$ cat config.mk
export PLATFORM = sky130hd
export DESIGN_NAME = alu4_arbiter_flat
export DESIGN_NICKNAME = d
export VERILOG_FILES = /design/src/rtl/alu4_arbiter_if.sv /design/src/rtl/alu4_arbiter.sv /design/src/flat_wrapper.sv
export SDC_FILE = /design/constraint.sdc
export NUM_CORES = 1
export LEC_CHECK = 0
export CORE_MARGIN = 3
export CORE_UTILIZATION = 53
export CTS_CLUSTER_SIZE = 8
export DETAILED_ROUTE_END_ITERATION = 10
export PLACE_DENSITY = 0.86
export SYNTH_ARGS = -nofsm -noshare
export SYNTH_HDL_FRONTEND = slang
export SYNTH_HIERARCHICAL = 1
export SYNTH_SLANG_ARGS = --single-unit
$ cat constraint.sdc
create_clock -name clk -period 5.09 [get_ports clk]
set_input_delay 0.509 -clock clk [delete_from_list [all_inputs] [get_ports clk]]
set_output_delay 0.509 -clock clk [all_outputs]
set_load 0.02 [all_outputs]
$ cat src/rtl/alu4_arbiter_if.sv
// Request/operand and result/flag bundle between two ALU requesters and the shared-ALU arbiter.
interface alu4_arbiter_if #(
   parameter int unsigned CNT_WIDTH = 8
);
   logic                 req0;
   logic [3:0]           a0;
   logic [3:0]           b0;
   logic [2:0]           op0;
   logic                 req1;
   logic [3:0]           a1;
   logic [3:0]           b1;
   logic [2:0]           op1;
   logic                 done0;
   logic                 done1;
   logic                 owner;
   logic                 busy;
   logic [3:0]           result;
   logic                 c;
   logic                 n;
   logic                 z;
   logic                 v;
   logic [CNT_WIDTH-1:0] op_cnt;

   modport master (
      output req0, a0, b0, op0, req1, a1, b1, op1,
      input  done0, done1, owner, busy, result, c, n, z, v, op_cnt
   );

   modport slave (
      input  req0, a0, b0, op0, req1, a1, b1, op1,
      output done0, done1, owner, busy, result, c, n, z, v, op_cnt
   );
endinterface

$ cat src/rtl/alu4_arbiter.sv
// Round-robin arbiter time-sharing one 4-bit ALU between two requesters.

// Combinational 4-bit ALU; carry/overflow only meaningful for add/subtract.
module alu4 (
   input  logic [3:0] a,
   input  logic [3:0] b,
   input  logic [2:0] op,
   output logic [3:0] res_c,
   output logic       c_c,
   output logic       n_c,
   output logic       z_c,
   output logic       v_c
);
   logic [3:0] b_eff_c;
   logic [4:0] sum_c;

   // Opcode decode; subtract reuses the adder as a + ~b + 1.
   always_comb begin
      res_c   = 4'd0;
      c_c     = 1'b0;
      v_c     = 1'b0;
      b_eff_c = op[0] ? ~b : b;
      sum_c   = 5'(a) + 5'(b_eff_c) + 5'(op[0]);
      case (op)
         3'b000:  res_c = ~a;
         3'b001:  res_c = ~b;
         3'b010:  res_c = a & b;
         3'b011:  res_c = a | b;
         3'b100:  res_c = a ^ b;
         3'b101:  res_c = ~(a ^ b);
         default: begin
            res_c = sum_c[3:0];
            c_c   = sum_c[4];
            v_c   = (a[3] == b_eff_c[3]) && (sum_c[3] != a[3]);
         end
      endcase
      n_c = res_c[3];
      z_c = (res_c == 4'd0);
   end
endmodule

module alu4_arbiter #(
   parameter int unsigned CNT_WIDTH = 8
) (
   input  logic          clk,
   input  logic          reset_n,
   alu4_arbiter_if.slave bus
);
   localparam logic [1:0] ST_IDLE = 2'd0;
   localparam logic [1:0] ST_EXEC = 2'd1;
   localparam logic [1:0] ST_DONE = 2'd2;

   logic [1:0]           state_q,  state_d;
   logic                 owner_q,  owner_d;
   logic                 last_q,   last_d;
   logic [3:0]           a_q,      a_d;
   logic [3:0]           b_q,      b_d;
   logic [2:0]           op_q,     op_d;
   logic [3:0]           result_q, result_d;
   logic                 c_q,      c_d;
   logic                 n_q,      n_d;
   logic                 z_q,      z_d;
   logic                 v_q,      v_d;
   logic                 done0_q,  done0_d;
   logic                 done1_q,  done1_d;
   logic                 busy_q,   busy_d;
   logic [CNT_WIDTH-1:0] op_cnt_q, op_cnt_d;

   logic                 grant1_c;
   logic [3:0]           alu_res_c;
   logic                 alu_c_c;
   logic                 alu_n_c;
   logic                 alu_z_c;
   logic                 alu_v_c;

   alu4 u_alu (
      .a     (a_q),
      .b     (b_q),
      .op    (op_q),
      .res_c (alu_res_c),
      .c_c   (alu_c_c),
      .n_c   (alu_n_c),
      .z_c   (alu_z_c),
      .v_c   (alu_v_c)
   );

   // Next-state, arbitration and result capture.
   always_comb begin
      state_d  = state_q;
      owner_d  = owner_q;
      last_d   = last_q;
      a_d      = a_q;
      b_d      = b_q;
      op_d     = op_q;
      result_d = result_q;
      c_d      = c_q;
      n_d      = n_q;
      z_d      = z_q;
      v_d      = v_q;
      done0_d  = 1'b0;
      done1_d  = 1'b0;
      busy_d   = busy_q;
      op_cnt_d = op_cnt_q;
      // On a tie the requester that was not served last wins.
      grant1_c = bus.req1 & (~bus.req0 | ~last_q);
      case (state_q)
         ST_IDLE: begin
            if (bus.req0 | bus.req1) begin
               owner_d = grant1_c;
               a_d     = grant1_c ? bus.a1  : bus.a0;
               b_d     = grant1_c ? bus.b1  : bus.b0;
               op_d    = grant1_c ? bus.op1 : bus.op0;
               busy_d  = 1'b1;
               state_d = ST_EXEC;
            end
         end
         ST_EXEC: begin
            result_d = alu_res_c;
            c_d      = alu_c_c;
            n_d      = alu_n_c;
            z_d      = alu_z_c;
            v_d      = alu_v_c;
            done0_d  = ~owner_q;
            done1_d  = owner_q;
            op_cnt_d = op_cnt_q + CNT_WIDTH'(1);
            state_d  = ST_DONE;
         end
         ST_DONE: begin
            last_d  = owner_q;
            busy_d  = 1'b0;
            state_d = ST_IDLE;
         end
         default: begin
            busy_d  = 1'b0;
            state_d = ST_IDLE;
         end
      endcase
   end

   // State and output registers; reset discards any operation in flight.
   always_ff @(posedge clk or negedge reset_n) begin
      if (!reset_n) begin
         state_q  <= ST_IDLE;
         owner_q  <= 1'b0;
         last_q   <= 1'b1;
         a_q      <= 4'd0;
         b_q      <= 4'd0;
         op_q     <= 3'd0;
         result_q <= 4'd0;
         c_q      <= 1'b0;
         n_q      <= 1'b0;
         z_q      <= 1'b0;
         v_q      <= 1'b0;
         done0_q  <= 1'b0;
         done1_q  <= 1'b0;
         busy_q   <= 1'b0;
         op_cnt_q <= '0;
      end else begin
         state_q  <= state_d;
         owner_q  <= owner_d;
         last_q   <= last_d;
         a_q      <= a_d;
         b_q      <= b_d;
         op_q     <= op_d;
         result_q <= result_d;
         c_q      <= c_d;
         n_q      <= n_d;
         z_q      <= z_d;
         v_q      <= v_d;
         done0_q  <= done0_d;
         done1_q  <= done1_d;
         busy_q   <= busy_d;
         op_cnt_q <= op_cnt_d;
      end
   end

   assign bus.done0  = done0_q;
   assign bus.done1  = done1_q;
   assign bus.owner  = owner_q;
   assign bus.busy   = busy_q;
   assign bus.result = result_q;
   assign bus.c      = c_q;
   assign bus.n      = n_q;
   assign bus.z      = z_q;
   assign bus.v      = v_q;
   assign bus.op_cnt = op_cnt_q;
endmodule
$ cat src/flat_wrapper.sv
// flat-port wrapper written by rule: the top's interface ports become plain ports
module alu4_arbiter_flat 
#(
   parameter int unsigned CNT_WIDTH = 8
)
  (clk, reset_n, bus_req0, bus_a0, bus_b0, bus_op0, bus_req1, bus_a1, bus_b1, bus_op1, bus_done0, bus_done1, bus_owner, bus_busy, bus_result, bus_c, bus_n, bus_z, bus_v, bus_op_cnt);
  alu4_arbiter_if #(.CNT_WIDTH(CNT_WIDTH)) bus_i ();
  input  logic clk;
  input  logic reset_n;
  input wire logic [$bits(bus_i.req0)-1:0] bus_req0;
  input wire logic [$bits(bus_i.a0)-1:0] bus_a0;
  input wire logic [$bits(bus_i.b0)-1:0] bus_b0;
  input wire logic [$bits(bus_i.op0)-1:0] bus_op0;
  input wire logic [$bits(bus_i.req1)-1:0] bus_req1;
  input wire logic [$bits(bus_i.a1)-1:0] bus_a1;
  input wire logic [$bits(bus_i.b1)-1:0] bus_b1;
  input wire logic [$bits(bus_i.op1)-1:0] bus_op1;
  output wire logic [$bits(bus_i.done0)-1:0] bus_done0;
  output wire logic [$bits(bus_i.done1)-1:0] bus_done1;
  output wire logic [$bits(bus_i.owner)-1:0] bus_owner;
  output wire logic [$bits(bus_i.busy)-1:0] bus_busy;
  output wire logic [$bits(bus_i.result)-1:0] bus_result;
  output wire logic [$bits(bus_i.c)-1:0] bus_c;
  output wire logic [$bits(bus_i.n)-1:0] bus_n;
  output wire logic [$bits(bus_i.z)-1:0] bus_z;
  output wire logic [$bits(bus_i.v)-1:0] bus_v;
  output wire logic [$bits(bus_i.op_cnt)-1:0] bus_op_cnt;
  assign bus_i.req0 = bus_req0;
  assign bus_i.a0 = bus_a0;
  assign bus_i.b0 = bus_b0;
  assign bus_i.op0 = bus_op0;
  assign bus_i.req1 = bus_req1;
  assign bus_i.a1 = bus_a1;
  assign bus_i.b1 = bus_b1;
  assign bus_i.op1 = bus_op1;
  assign bus_done0 = bus_i.done0;
  assign bus_done1 = bus_i.done1;
  assign bus_owner = bus_i.owner;
  assign bus_busy = bus_i.busy;
  assign bus_result = bus_i.result;
  assign bus_c = bus_i.c;
  assign bus_n = bus_i.n;
  assign bus_z = bus_i.z;
  assign bus_v = bus_i.v;
  assign bus_op_cnt = bus_i.op_cnt;
  alu4_arbiter #(.CNT_WIDTH(CNT_WIDTH)) u_core (.clk(clk), .reset_n(reset_n), .bus(bus_i));
endmodule
### Yosys cells after proc, flatten, opt, wreduce, memory -nomap -nowiden

Index checks and enable logic that the tools add are counted.

| operators by class | value |
|---|---|
| add/subtract/negate cells | 3 |
| equality and inequality tests | 10 |
| multiplexer cells | 13 |
| bitwise gates (word level) | 13 |
| reductions and logical operators | 7 |

Operator list:

| kind | count |
|---|---|
| $pmux 4 s6 | 1 |
| $mux 4 | 3 |
| $not 4->4 | 3 |
| $add 8x1->8 const B | 1 |
| $eq 3x2->1 const B | 2 |
| $eq 3x3->1 const B | 2 |
| $reduce_or 6->1 | 1 |
| $add 4x4->5 | 1 |
| $add 5x1->5 | 1 |
| $mux 1 | 5 |
| $and 4x4->4 | 1 |
| $logic_not 4->1 | 1 |
| $not 1->1 | 4 |
| $or 4x4->4 | 1 |
| $pmux 2 s2 | 1 |
| $reduce_and 2->1 | 2 |
| $xor 4x4->4 | 1 |
| $eq 3x1->1 const B | 1 |
| $logic_not 3->1 | 1 |
| $mux 3 | 1 |
| $eq 2x1->1 const B | 1 |
| $eq 2x2->1 const B | 1 |
| $logic_not 2->1 | 1 |
| $mux 2 | 1 |
| other kinds (7) | 8 |

| storage, ports and cells | value |
|---|---|
| register bits | 34 |
| input bits | 26 |
| logic and storage cells | 61 |

### Logic depth before layout (Yosys ltp)

| logic depth | value |
|---|---|
| depth after elaboration | 7 |
| depth in mapped cells | 10 |
| mapped depth without buffers | 8 |

### Hierarchy

The synthesis kept the hierarchy.

By module, submodules not included:

| module | times used | cells each | area each (µm²) |
|---|---|---|---|
| alu4_arbiter | 1 | 97 | 1503.9 |
| alu4 | 1 | 78 | 624.3 |

### Least setup slack after synthesis

Ideal clock, no wire load.

| path | value |
|---|---|
| path type | register to register |
| start | register u_core.op_q[0] |
| end | register u_core.z_q, in the netlist u_core/bus.z |
| setup time | 0.125 ns |
| arrival time | 2.123 ns |
| required time | 4.965 ns |
| slack | 2.843 ns |
| stages on the path, launching flop included | 11 |
| path through | dfrtp_1 > buf_2 > buf_2 > xor2_1 > inv_1 > fa_1 > xnor2_1 > o22ai_1 > a211oi_2 > a2111oi_2 > mux2_2 |

| on the way | value |
|---|---|
| cells in the longest elaborated chain, start to end | 5 |
| elaborated cells on any way between the ends | 11 |
| classes of those cells | 2 x add/sub; 5 x eq/ne; 2 x mux; 2 x reduce/logical |

Ends and longest elaborated chain:

| element | line | source |
|---|---|---|
| from (decl) | alu4_arbiter.sv:58 | `logic [2:0] op_q, op_d;` |
| from (signal assigned) | alu4_arbiter.sv:164 | `op_q <= op_d;` |
| $mux 4 | alu4_arbiter.sv:22 | `b_eff_c = op[0] ? ~b : b;` |
| $add 4x4->5 | alu4_arbiter.sv:23 | `sum_c = 5'(a) + 5'(b_eff_c) + 5'(op[0]);` |
| $add 5x1->5 | alu4_arbiter.sv:23 |  |
| $pmux 4 s6 * | alu4_arbiter.sv:24 | `case (op)` |
| named net u_core.alu_res_c[2] | alu4_arbiter.sv:70 | `logic [3:0] alu_res_c;` |
| $logic_not 4->1 * | alu4_arbiter.sv:38 | `z_c = (res_c == 4'd0);` |
| named net u_core.alu_z_c | alu4_arbiter.sv:73 | `logic alu_z_c;` |
| to (signal assigned) | alu4_arbiter.sv:168 | `z_q <= z_d;` |
| to (decl) | alu4_arbiter.sv:62 | `logic z_q, z_d;` |

Mark *: on every way through the listed nets, which the timed path passes. The rest lies on a longest branch.
A chain may end at the register's enable or synchronous reset.

### Worst setup path in the final report

Ends and elaborated chain as after synthesis.

==> out/results.ini <==
[outcome]
outcome = finished, final reports clean

[clock_network]
cts_tree = built
ctsResizeCount = 0
clk_path_buf_depth = 2
hold_buffers = 0
path_clk_slew_ps = 70
cts_buffers = 5
clkLatencyLatePin_ps = 300
htree_levels = 2
cts_setup_buffers = 0
root_buffer = clkbuf_8
clock_sinks = 34

[power]
p_per_area_mw_per_mm2 = 699
max-vdd-ir-drop_mv = 0.323
total_power_uw = 1890
power_leakage_uw = 0.00123

[sta]
hold_viol_final = 0
worstMarginPinSlew_ps = 785
fin_worst_skew_ps = 7.02
whs_ps = 453
fin_crit_ps = 2460
finalMaxSlewViolations = 0
rsz0062_at_grt = no
finalSetupViolCount = 0
max_freq_mhz = 406
tns_ps = 0
slew_headroom_pct = 47.0
min_period_over_period_pct = 48.4

[finish]
drive_above_1_share_pct = 19.5
layout_commonest_cell = clkdlybuf4s50_1
finish.utilization_pct = 71.6
most-common-layout-cells = clkdlybuf4s50_1 (45), dfrtp_1 (33), mux2_4 (18), inv_1 (13), ha_1 (13)
instances_no_fill = 269
num_antenna_cells = 0
syn2layout_area_growth_pct = 26.9
fill_cells = 281
nNetsFinal = 260

[global_routing]
antenna_found_initial = 0
grt_start_max_net_pins = 35
grt_pass1_vias = 1456
grt_overflow = 0
track_usage_pct = 17.8
grt_pass1_wl_um = 6790

[critical_path]
path_class = flip-flop to flip-flop
worstSetupStartpointType = flip-flop
worst_ep_required_time_ps = 5270
worstPathArrival_ps = 2640
rrSetupSlack_ps = 2630
worst-path-max-fanout = 17
end_kind = flip-flop

[die]
die_y_um = 69.4
pin_count = 46
fp.dieW_um = 69.4
num_rows = 22
core_area_mm2 = 0.00377
dieArea_mm2 = 0.00481
start_util_pct = 56.4

[logic_synthesis]
synth-edff-count = 0
netlist_area_mm2 = 0.00213
synth_seq_cells = 34
syn-mean-instance-area_um2 = 12.2
synthArstFlopShare_pct = 100
synthCells = 175
synth_flop_cell = dfrtp_1
yosysWarnings = 6
ys_types = 40
syn-num-nets = 215
synth_seq_area_share_pct = 40.0

[placed_design]
io_buffer_count = 45
gp_congestion = 0.870
dp_hpwl_um = 3100
dpl.cell_count = 261

[routing]
drtIter0Drc = 76
routedWlPerCell_um = 15.0
wl_um = 4020
vias = 1416
drc = 0
antenna_left = 0
drt-vias-per-instance = 5.26
dr.pass1.iters = 4

[worst_hold_path]
hp-class = flip-flop to flip-flop

[flow_run]
drv_cap = 0

cell type report:
type                            count  area (µm²)  share of cell area [%]
Clock buffer                        5        68.8                    2.55
Multi-Input combinational cell    118        1160                    43.0
Sequential cell                    34         852                    31.6
Timing Repair Buffer               46         458                    17.0
Tap cell                           48        60.1                    2.22
Clock inverter                      3        45.0                    1.67
Inverter                           15        56.3                    2.09
layer usage:
| metal | GRT usage [%] | part of all wire, % | vias to the layer above |
|---|---|---|---|
| met2 | 30.8 | 51 | 40 |
| met3 | 3.77 | 4.4 | 7 |
| met1 | 20.8 | 42 | 675 |
| met5 | 0 | 0 | - |
| met4 | 8.46 | 1.9 | 0 |
| li1 | - | - | 694 |
cells by family after synthesis:
family / synth area share (%)
buffers and inverters: 5.47
AOI/OAI and AO/OA: 7.23
adders and majority gates: 8.58
xor gates and xnor gates: 6.58
DFF: 40.0
and+or+nand+nor: 8.41
muxes: 23.7
power by group:
part / switching [µW] / internal [µW] / total [µW]
registers: 183 / 396 / 579
logic: 496 / 560 / 1060
clock network: 106 / 146 / 251
total: 784 / 1100 / 1890
flip-flops by register name, summed over array words and instances (netlist names), 2 cells and up:
name,count
u_core/bus.result,4
u_core/a_q,4
u_core/op_q,3
u_core/state_q,2
u_core/bus.op_cnt,8
u_core/b_q,4
through the flow:
| stage | instance area (µm²) | setup WS, ps |
|---|---|---|
| 6_report | 2700 | 2630 |
| 2_1_floorplan | 2130 | 2840 |
| 4_1_cts | 2700 | 2640 |
| 3_3_place_gp | 2590 | 2750 |
| 5_1_grt | 2700 | 2460 |
| 3_5_place_dp | 2590 | 2650 |
critical path, cell delays in order (launching register included):
cell       delay [ps]
dfrtp_1           710
xor2_1            250
inv_1              90
fa_1              440
xnor2_1           170
o22ai_1            90
a211oi_2          220
a2111oi_2          80
mux2_2            300
cell usage after synthesis (3+ instances only):
master,count,area [µm²]
xnor2_1,10,87.6
mux2_1,8,90.1
mux2_4,18,270
inv_1,13,48.8
nand2_1,6,22.5
a21oi_1,4,20.0
xor2_1,6,52.6
nor2b_1,4,25.0
mux2i_1,5,50.1
dfrtp_1,33,826
buf_2,3,15.0
nand4_1,4,25.0
mux2_2,6,67.6
nor2_1,8,30.0
ha_1,13,163
buf_4,3,22.5
and3_1,3,18.8
final timing paths:
check                                 start          endpoint  cells past startpoint
setup / recovery             u_core/op_q[0]      u_core/bus.z                      8
hold / removal             u_core/bus.owner  u_core/bus.done0                      1
hold reg to reg            u_core/bus.owner  u_core/bus.done0                      1
setup reg to reg             u_core/op_q[0]      u_core/bus.z                      8
max in group asynchronous           reset_n     u_core/last_q                      2
min in group asynchronous           reset_n      u_core/bus.v                      2
(Power assumes the default switching activity.)
